==> config.mk <==
export PLATFORM = sky130hd
export DESIGN_NAME = march_test_sequencer
export DESIGN_NICKNAME = d
export VERILOG_FILES = /design/src/rtl/march_test_sequencer.sv
export SDC_FILE = /design/constraint.sdc
export NUM_CORES = 1
export LEC_CHECK = 0
export BUFFER_PORTS_ARGS = -buffer_cell sky130_fd_sc_hd__buf_2
export CORE_MARGIN = 4
export CORE_UTILIZATION = 60
export CTS_CLUSTER_DIAMETER = 40
export DETAILED_ROUTE_END_ITERATION = 16
export HOLD_SLACK_MARGIN = 0.1
export PLACE_DENSITY_LB_ADDON = 0.15
export SYNTH_ARGS = -nofsm -noshare
export SYNTH_HDL_FRONTEND = slang
export SYNTH_SLANG_ARGS = --single-unit
==> constraint.sdc <==
create_clock -name core_clk -period 8 [get_ports core_clk]
set_clock_uncertainty 0.15 [all_clocks]
set_input_delay 0.8 -clock core_clk [delete_from_list [all_inputs] [get_ports core_clk]]
set_output_delay 0.8 -clock core_clk [all_outputs]
set_load 0.005 [all_outputs]
==> src/rtl/march_test_sequencer.sv <==
// March C- memory test sequencer driving a single-port memory model port.
// Ports: core_clk/rst, start/abort/bg_pattern control; ena/wea/addra/dina/douta
// model port; busy/done/pass/err_cnt/fail_* status towards the loadboard core.
module march_test_sequencer #(
    parameter int ADDR_W      = 16,
    parameter int DATA_W      = 8,
    parameter int DEPTH       = 65536,
    parameter int READ_LAT    = 1,
    parameter int STOP_ON_ERR = 0
) (
    input  logic              core_clk,
    input  logic              rst,
    input  logic              start,
    input  logic              abort,
    input  logic [DATA_W-1:0] bg_pattern,
    output logic              ena_model,
    output logic              wea_model,
    output logic [ADDR_W-1:0] addra_model,
    output logic [DATA_W-1:0] dina_model,
    input  logic [DATA_W-1:0] douta_model,
    output logic              busy,
    output logic              done,
    output logic              pass,
    output logic [15:0]       err_cnt,
    output logic [ADDR_W-1:0] fail_addr,
    output logic [DATA_W-1:0] fail_exp,
    output logic [DATA_W-1:0] fail_got,
    output logic [2:0]        fail_elem
);

    typedef enum logic [2:0] {
        S_IDLE,
        S_WR,
        S_RD,
        S_RWAIT,
        S_DONE
    } state_t;

    localparam logic [ADDR_W-1:0] LAST = ADDR_W'(DEPTH - 1);
    localparam logic [1:0]        LAT  = 2'(READ_LAT);

    state_t            state_q, state_d;
    logic [2:0]        elem_q, elem_d;
    logic [ADDR_W-1:0] addr_q, addr_d;
    logic [1:0]        lat_q, lat_d;
    logic [DATA_W-1:0] d0_q, d0_d;
    logic [15:0]       err_q, err_d;
    logic              pass_q, pass_d;
    logic [ADDR_W-1:0] faddr_q, faddr_d;
    logic [DATA_W-1:0] fexp_q, fexp_d;
    logic [DATA_W-1:0] fgot_q, fgot_d;
    logic [2:0]        felem_q, felem_d;

    // Element attributes: E3/E4 walk down; odd elements read D0,
    // even elements write D0; E5 is read-only.
    logic              down, has_wr, term, miss;
    logic [DATA_W-1:0] exp_data, wr_data;

    // Where the sequence goes once the current address is finished.
    state_t            adv_state;
    logic [2:0]        adv_elem;
    logic [ADDR_W-1:0] adv_addr;

    always_comb begin
        down     = (elem_q == 3'd3) || (elem_q == 3'd4);
        has_wr   = (elem_q != 3'd5);
        term     = down ? (addr_q == '0) : (addr_q == LAST);
        exp_data = elem_q[0] ? d0_q : ~d0_q;
        wr_data  = elem_q[0] ? ~d0_q : d0_q;
        miss     = (douta_model != exp_data);
    end

    always_comb begin
        adv_state = state_q;
        adv_elem  = elem_q;
        adv_addr  = addr_q;
        if (!term) begin
            adv_addr  = down ? addr_q - 1'b1 : addr_q + 1'b1;
            adv_state = (elem_q == 3'd0) ? S_WR : S_RD;
        end else if (elem_q == 3'd5) begin
            adv_state = S_DONE;
        end else begin
            adv_elem  = elem_q + 3'd1;
            // E2->E3 and E3->E4 enter a descending element.
            adv_addr  = (elem_q == 3'd2 || elem_q == 3'd3) ? LAST : '0;
            adv_state = S_RD;
        end
    end

    always_comb begin
        state_d     = state_q;
        elem_d      = elem_q;
        addr_d      = addr_q;
        lat_d       = lat_q;
        d0_d        = d0_q;
        err_d       = err_q;
        pass_d      = pass_q;
        faddr_d     = faddr_q;
        fexp_d      = fexp_q;
        fgot_d      = fgot_q;
        felem_d     = felem_q;
        ena_model   = 1'b0;
        wea_model   = 1'b0;
        addra_model = '0;
        dina_model  = '0;
        busy        = 1'b0;
        done        = 1'b0;
        pass        = pass_q;

        unique case (state_q)
            S_IDLE: begin
                if (start) begin
                    state_d = S_WR;
                    elem_d  = 3'd0;
                    addr_d  = '0;
                    d0_d    = bg_pattern;
                    err_d   = '0;
                    pass_d  = 1'b0;
                    faddr_d = '0;
                    fexp_d  = '0;
                    fgot_d  = '0;
                    felem_d = '0;
                end
            end
            S_WR: begin
                ena_model   = 1'b1;
                wea_model   = 1'b1;
                addra_model = addr_q;
                dina_model  = wr_data;
                busy        = 1'b1;
                if (abort) begin
                    state_d = S_IDLE;
                    pass_d  = 1'b0;
                end else begin
                    state_d = adv_state;
                    elem_d  = adv_elem;
                    addr_d  = adv_addr;
                end
            end
            S_RD: begin
                ena_model   = 1'b1;
                addra_model = addr_q;
                busy        = 1'b1;
                if (abort) begin
                    state_d = S_IDLE;
                    pass_d  = 1'b0;
                end else begin
                    state_d = S_RWAIT;
                    lat_d   = 2'd1;
                end
            end
            S_RWAIT: begin
                busy = 1'b1;
                if (abort) begin
                    state_d = S_IDLE;
                    pass_d  = 1'b0;
                end else if (lat_q != LAT) begin
                    lat_d = lat_q + 2'd1;
                end else begin
                    if (miss) begin
                        if (err_q != 16'hFFFF) begin
                            err_d = err_q + 16'd1;
                        end
                        if (err_q == '0) begin
                            faddr_d = addr_q;
                            fexp_d  = exp_data;
                            fgot_d  = douta_model;
                            felem_d = elem_q;
                        end
                    end
                    if (miss && STOP_ON_ERR != 0) begin
                        state_d = S_DONE;
                    end else if (has_wr) begin
                        state_d = S_WR;
                    end else begin
                        state_d = adv_state;
                        elem_d  = adv_elem;
                        addr_d  = adv_addr;
                    end
                end
            end
            S_DONE: begin
                done    = 1'b1;
                pass    = (err_q == '0);
                pass_d  = (err_q == '0);
                state_d = S_IDLE;
            end
            default: begin
                state_d = S_IDLE;
            end
        endcase
    end

    always_ff @(posedge core_clk or posedge rst) begin
        if (rst) begin
            state_q <= S_IDLE;
            elem_q  <= '0;
            addr_q  <= '0;
            lat_q   <= '0;
            d0_q    <= '0;
            err_q   <= '0;
            pass_q  <= 1'b0;
            faddr_q <= '0;
            fexp_q  <= '0;
            fgot_q  <= '0;
            felem_q <= '0;
        end else begin
            state_q <= state_d;
            elem_q  <= elem_d;
            addr_q  <= addr_d;
            lat_q   <= lat_d;
            d0_q    <= d0_d;
            err_q   <= err_d;
            pass_q  <= pass_d;
            faddr_q <= faddr_d;
            fexp_q  <= fexp_d;
            fgot_q  <= fgot_d;
            felem_q <= felem_d;
        end
    end

    assign err_cnt   = err_q;
    assign fail_addr = faddr_q;
    assign fail_exp  = fexp_q;
    assign fail_got  = fgot_q;
    assign fail_elem = felem_q;

endmodule

[Word level (Yosys, flattened, before mapping)]
Index checks and enable logic that the tools add are counted.
Cells by class
  add/subtract/negate cells: 5
  reductions and logical operators: 19
  multiplexer cells: 71
  bitwise logic cells: 1
  equal/unequal tests: 25
Operator list (count)
  $mux 16: 18
  $mux 8: 12
  $pmux 16 s2: 2
  $mux 3: 18
  $pmux 16 s3: 1
  $add 16x1->16 const B: 2
  $logic_not 16->1: 2
  $pmux 8 s2: 2
  $ne 2x2->1 const B: 10
  $reduce_and 6->1: 3
  $eq 16x16->1 const B: 1
  $ne 16x16->1 const B: 1
  $sub 16x1->16 const B: 1
  $eq 3x2->1 const B: 4
  $pmux 3 s4: 1
  $mux 2: 5
  $eq 3x3->1 const B: 3
  $pmux 3 s3: 1
  $mux 1: 8
  $ne 8x8->1: 1
  $not 8->8: 1
  $logic_not 3->1: 2
  $ne 3x3->1 const B: 2
  $pmux 3 s2: 1
  other kinds (14): 19
Storage, ports and cells
  logic and storage cells: 132
  input bits: 20
  register bits: 84
  output and inout bits: 80

[Longest topological paths before layout]
  word-level depth: 9
  gate-level depth with buffers: 11
  gate-level depth less buffers: 10

[Least setup slack after synthesis]
OpenSTA, ideal clock, no wires.
  path type: register to register
  from: reg elem_q[0]
  to: reg addr_q[12]
  buffers on the path: 1
  required time: 7728 ps
  clock period less this slack: 3065 ps
  data arrival time: 2794 ps
  stages on the path, launching flop included: 12
  slack: 4935 ps
  setup time: 122 ps
  path through: dfrtp_1 > inv_1 > ha_1 > mux2_2 > ha_1 > clkbuf_1 > a21o_1 > a31o_2 > a311oi_1 > o21ai_0 > mux2i_1 > nand2_1
Between the ends
  cells in the longest elaborated chain, start to end: 9
  elaborated cells on any way between the ends: 19
  classes of those cells: 6 x eq/ne; 10 x mux; 3 x reduce/logical
Ends and longest elaborated chain
  from (decl): RTL line 43  | logic [2:0] elem_q, elem_d;
  from (signal assigned): RTL line 209  | elem_q <= elem_d;
  $eq 3x2->1, on equally long branches: RTL line 85, 65
  $logic_or 1x1->1: RTL line 85  | adv_addr = (elem_q == 3'd2 || elem_q == 3'd3) ? LAST : '0;
  $mux 16: RTL line 85
  $mux 16: RTL line 80  | end else if (elem_q == 3'd5) begin
  $mux 16: RTL line 77  | if (!term) begin
  $mux 16: RTL line 173  | end else if (has_wr) begin
  $mux 16: RTL line 157  | end else if (lat_q != LAT) begin
  $mux 16: RTL line 154  | if (abort) begin
  $pmux 16 s3: RTL line 110  | unique case (state_q)
  to (signal assigned): RTL line 210  | addr_q <= addr_d;
  to (decl): RTL line 44  | logic [ADDR_W-1:0] addr_q, addr_d;
Several ways; a longest one is shown, not always the timed one. The select of a mux whose other input is x is not followed.
A chain may end at the register's enable or synchronous reset.

[Final worst setup path]
Same ends and word-level chain as after synthesis.

==> results.sh <==
export IMPL_finalCritPeriodShare=0.485
export IMPL_initial_core_util=0.615
export IMPL_ios=100
export IMPL_multi_input_area_um2=3000
export IMPL_hpwl_um=10500
export IMPL_combPwrFrac=0.159
export IMPL_cellLeakagePower_nw=2.97
export IMPL_worstPathArrival_ns=3.99
export IMPL_core_area_um2=8720
export IMPL_hold_buffers=0
export IMPL_die_area_um2=10500
export IMPL_r2r_end="addr_q[12]$_DFFE_PP0P_"
export IMPL_rrSetupSlack_ns=4.12
export IMPL_drv_slew=0
export IMPL_cts_root_buf="clkbuf_8"
export IMPL_rr_startpoint="elem_q[0]$_DFFE_PP0P_"
export IMPL_cts_sinks=84
export IMPL_first_global_vias=4909
export IMPL_place_area_um2=5910
export IMPL_finalHoldViolations=0
export IMPL_ys_seq_area_frac=0.392
export IMPL_internal_power_mw=0.612
export IMPL_startpoint="elem_q[0]$_DFFE_PP0P_"
export IMPL_dr_pass1_iters=5
export IMPL_syn_inst=621
export IMPL_fin_tns_setup_ns=0
export IMPL_synthToLayoutAreaGrowth_pct=13.7
export IMPL_syn_mean_instance_area_um2=8.64
export IMPL_grt_busiest_layer="met2"
export IMPL_cp_max_fo=23
export IMPL_ys_ff_latch=84
export IMPL_rsz0062_at_grt="no"
export IMPL_grt_use_met1=0.373
export IMPL_synth_edff_count=0
export IMPL_drtAntennaViolNets=0
export IMPL_ys_types=67
export IMPL_drc=0
export IMPL_placed_cells=797
export IMPL_diodes=0
export IMPL_grt_pass1_wl_um=24200
export IMPL_fin_ws_ns=4.12
export IMPL_synth_async_reset_ratio=1.00
export IMPL_ys_flop_type="dfrtp_1"
export IMPL_avgViaCountPerCell=6.29
export IMPL_cts_resized=0
export IMPL_start_kind="flip-flop"
export IMPL_cp_end_kind="flip-flop"
export IMPL_critical_path_class="reg -> reg"
export IMPL_synth_area_um2=5370
export IMPL_fin_cells=813
export IMPL_power_net_switching_mw=0.278
export IMPL_max_slew_margin=0.259
export IMPL_drive_above_1_share=0.197
export IMPL_grt_max_degree=85
export IMPL_grtUsageMet2=0.504
export IMPL_nNetsFinal=745
export IMPL_io_buffers=99
export IMPL_grt_use_met3=0.0399
export IMPL_p_per_area_nw_per_um2=146
export IMPL_grt_overflow=0
export IMPL_die_x_um=103
export IMPL_dp_slack_ns=4.20
export IMPL_ys_warn_count=0
export IMPL_htreeDepth=3
export IMPL_chipHeight_um=103
export IMPL_wl_per_cell_um=18.2
export IMPL_clockPowerShare=0.333
export IMPL_grtUsageTotal=0.289
export IMPL_hold_worst_slack_ns=0.362
export IMPL_cp_required_ns=8.11
export IMPL_fin_crit_ns=3.88
export IMPL_ir_drop_mv=0.120
export IMPL_gp_congestion=1.00
export IMPL_power_share_switching=0.313
export IMPL_path_clk_slew_ns=0.09
export IMPL_postLayoutCellArea_um2=6100
export IMPL_grt_antenna_before_repair=0
export IMPL_p_seq_frac=0.507
export IMPL_syn_num_nets=666
export IMPL_synthTopCellsByCount="nand2_1, dfrtp_1, o21ai_0"
export IMPL_cap_violations=0
export IMPL_synth_most_common_cell="nand2_1"
export IMPL_routed_via_count=5111
export IMPL_report_power_total_mw=0.890
export IMPL_cts_made_buffers=9
export IMPL_status="finished clean"
export IMPL_row_count=34
export IMPL_clock_fmax_mhz=258
export IMPL_cts_tree="yes"
export IMPL_reg2reg_depth=10
export IMPL_synth_largest_area_cell="dfrtp_1"
export IMPL_fill_cells=684
export IMPL_seq_area_um2=2100
export IMPL_totalWireLength_um=14800
export IMPL_setup_violations=0
export IMPL_cts_setup_buffers=0
export IMPL_clk_path_buf_depth=2
export IMPL_tightest_slew_ns=1.11
export IMPL_final_util=0.700
export IMPL_clk_latency_ns=0.37
export IMPL_endpoint="addr_q[12]$_DFFE_PP0P_"
export IMPL_netlist_area_leader_share=0.392
export IMPL_drt_iter0_markers=368
export IMPL_yosys_top_cells_area="dfrtp_1, nand2_1, o21ai_0"
export IMPL_hold_class="reg -> reg"
layout make-up:
class | instances | area share
well taps | 108 | 0.0221
inverters | 33 | 0.0205
flip-flops and latches | 84 | 0.345
repair buffers | 106 | 0.0898
clock buffers | 12 | 0.0254
multi-input cells | 466 | 0.492
clock inverters | 4 | 0.00513
flip-flops by register name, summed over array words and instances, names as in the netlist:
register	cells
err_cnt	16
elem_q	3
fail_addr	16
fail_got	8
d0_q	8
addr_q	16
fail_exp	8
state_q	3
pass_q	1
fail_elem	3
lat_q	2
logic make-up (layout without fill, tap and decap cells):
kind of cell,count (synthesis),in the layout,share of synthesized area
AOI/OAI and AO/OA,185,185,0.230
xor gates and xnor gates,25,25,0.0408
adders and majority gates,25,25,0.0597
buffers and inverters,71,155,0.0545
DFF,84,84,0.392
muxes,9,9,0.0196
and+or+nand+nor,222,222,0.203
worst min-delay path by stage:
stage | endpoint | start | depth (start not counted)
after floorplan | pass_q$_DFFE_PP0P_ | pass_q$_DFFE_PP0P_ | 2
after global placement | fail_addr[0]$_DFFE_PP0P_ | fail_addr[0]$_DFFE_PP0P_ | 2
after detailed placement | fail_exp[5]$_DFFE_PP0P_ | fail_exp[5]$_DFFE_PP0P_ | 2
after CTS | fail_exp[5]$_DFFE_PP0P_ | fail_exp[5]$_DFFE_PP0P_ | 2
after global routing | fail_got[0]$_DFFE_PP0P_ | fail_got[0]$_DFFE_PP0P_ | 2
final | fail_exp[5]$_DFFE_PP0P_ | fail_exp[5]$_DFFE_PP0P_ | 2
power by group through the flow:
stage                     combinational, mW  sequential [mW]  clock (mW)
after CTS                             0.142            0.451       0.300
after floorplan                       0.100            0.454           0
after global placement                0.138            0.459           0
after global routing                  0.159            0.453       0.318
after detailed placement              0.141            0.460           0
final                                 0.142            0.451       0.297
routing by layer:
metal  vias up  routed length, µm
met2       149               7550
met5         -                  0
met3        26                683
met1      2510               6250
met4         0                313
li1       2426                  -
cell usage in the layout (no fill, tap or decap), drive strengths merged, types with 2 or more instances in the layout:
master	n
a211oi	3
a21o	5
a21oi	30
a31o	4
a31oi	3
and2	9
and3	3
and4	2
buf	106
clkbuf	12
clkinvlp	3
dfrtp	84
ha	24
inv	33
mux2	2
mux2i	7
nand2	90
nand2b	10
nand3	18
nand3b	2
nand4	12
nor2	22
nor2b	2
nor3	26
nor4	9
o211ai	3
o21a	2
o21ai	68
o21bai	4
o22ai	2
o311ai	2
o31a	3
o31ai	16
o41ai	29
or2	2
or3	2
or4	8
xnor2	12
xor2	13
critical path, stage by stage (launching register included):
cell,delay [ns]
dfrtp_1,0.80
inv_1,0.22
ha_1,0.27
mux2_2,0.49
ha_1,0.41
a21o_1,0.22
a31o_2,0.24
a311oi_1,0.51
o21ai_0,0.22
mux2i_1,0.17
nand2_1,0.06
Power figures use the tool's default switching activity.
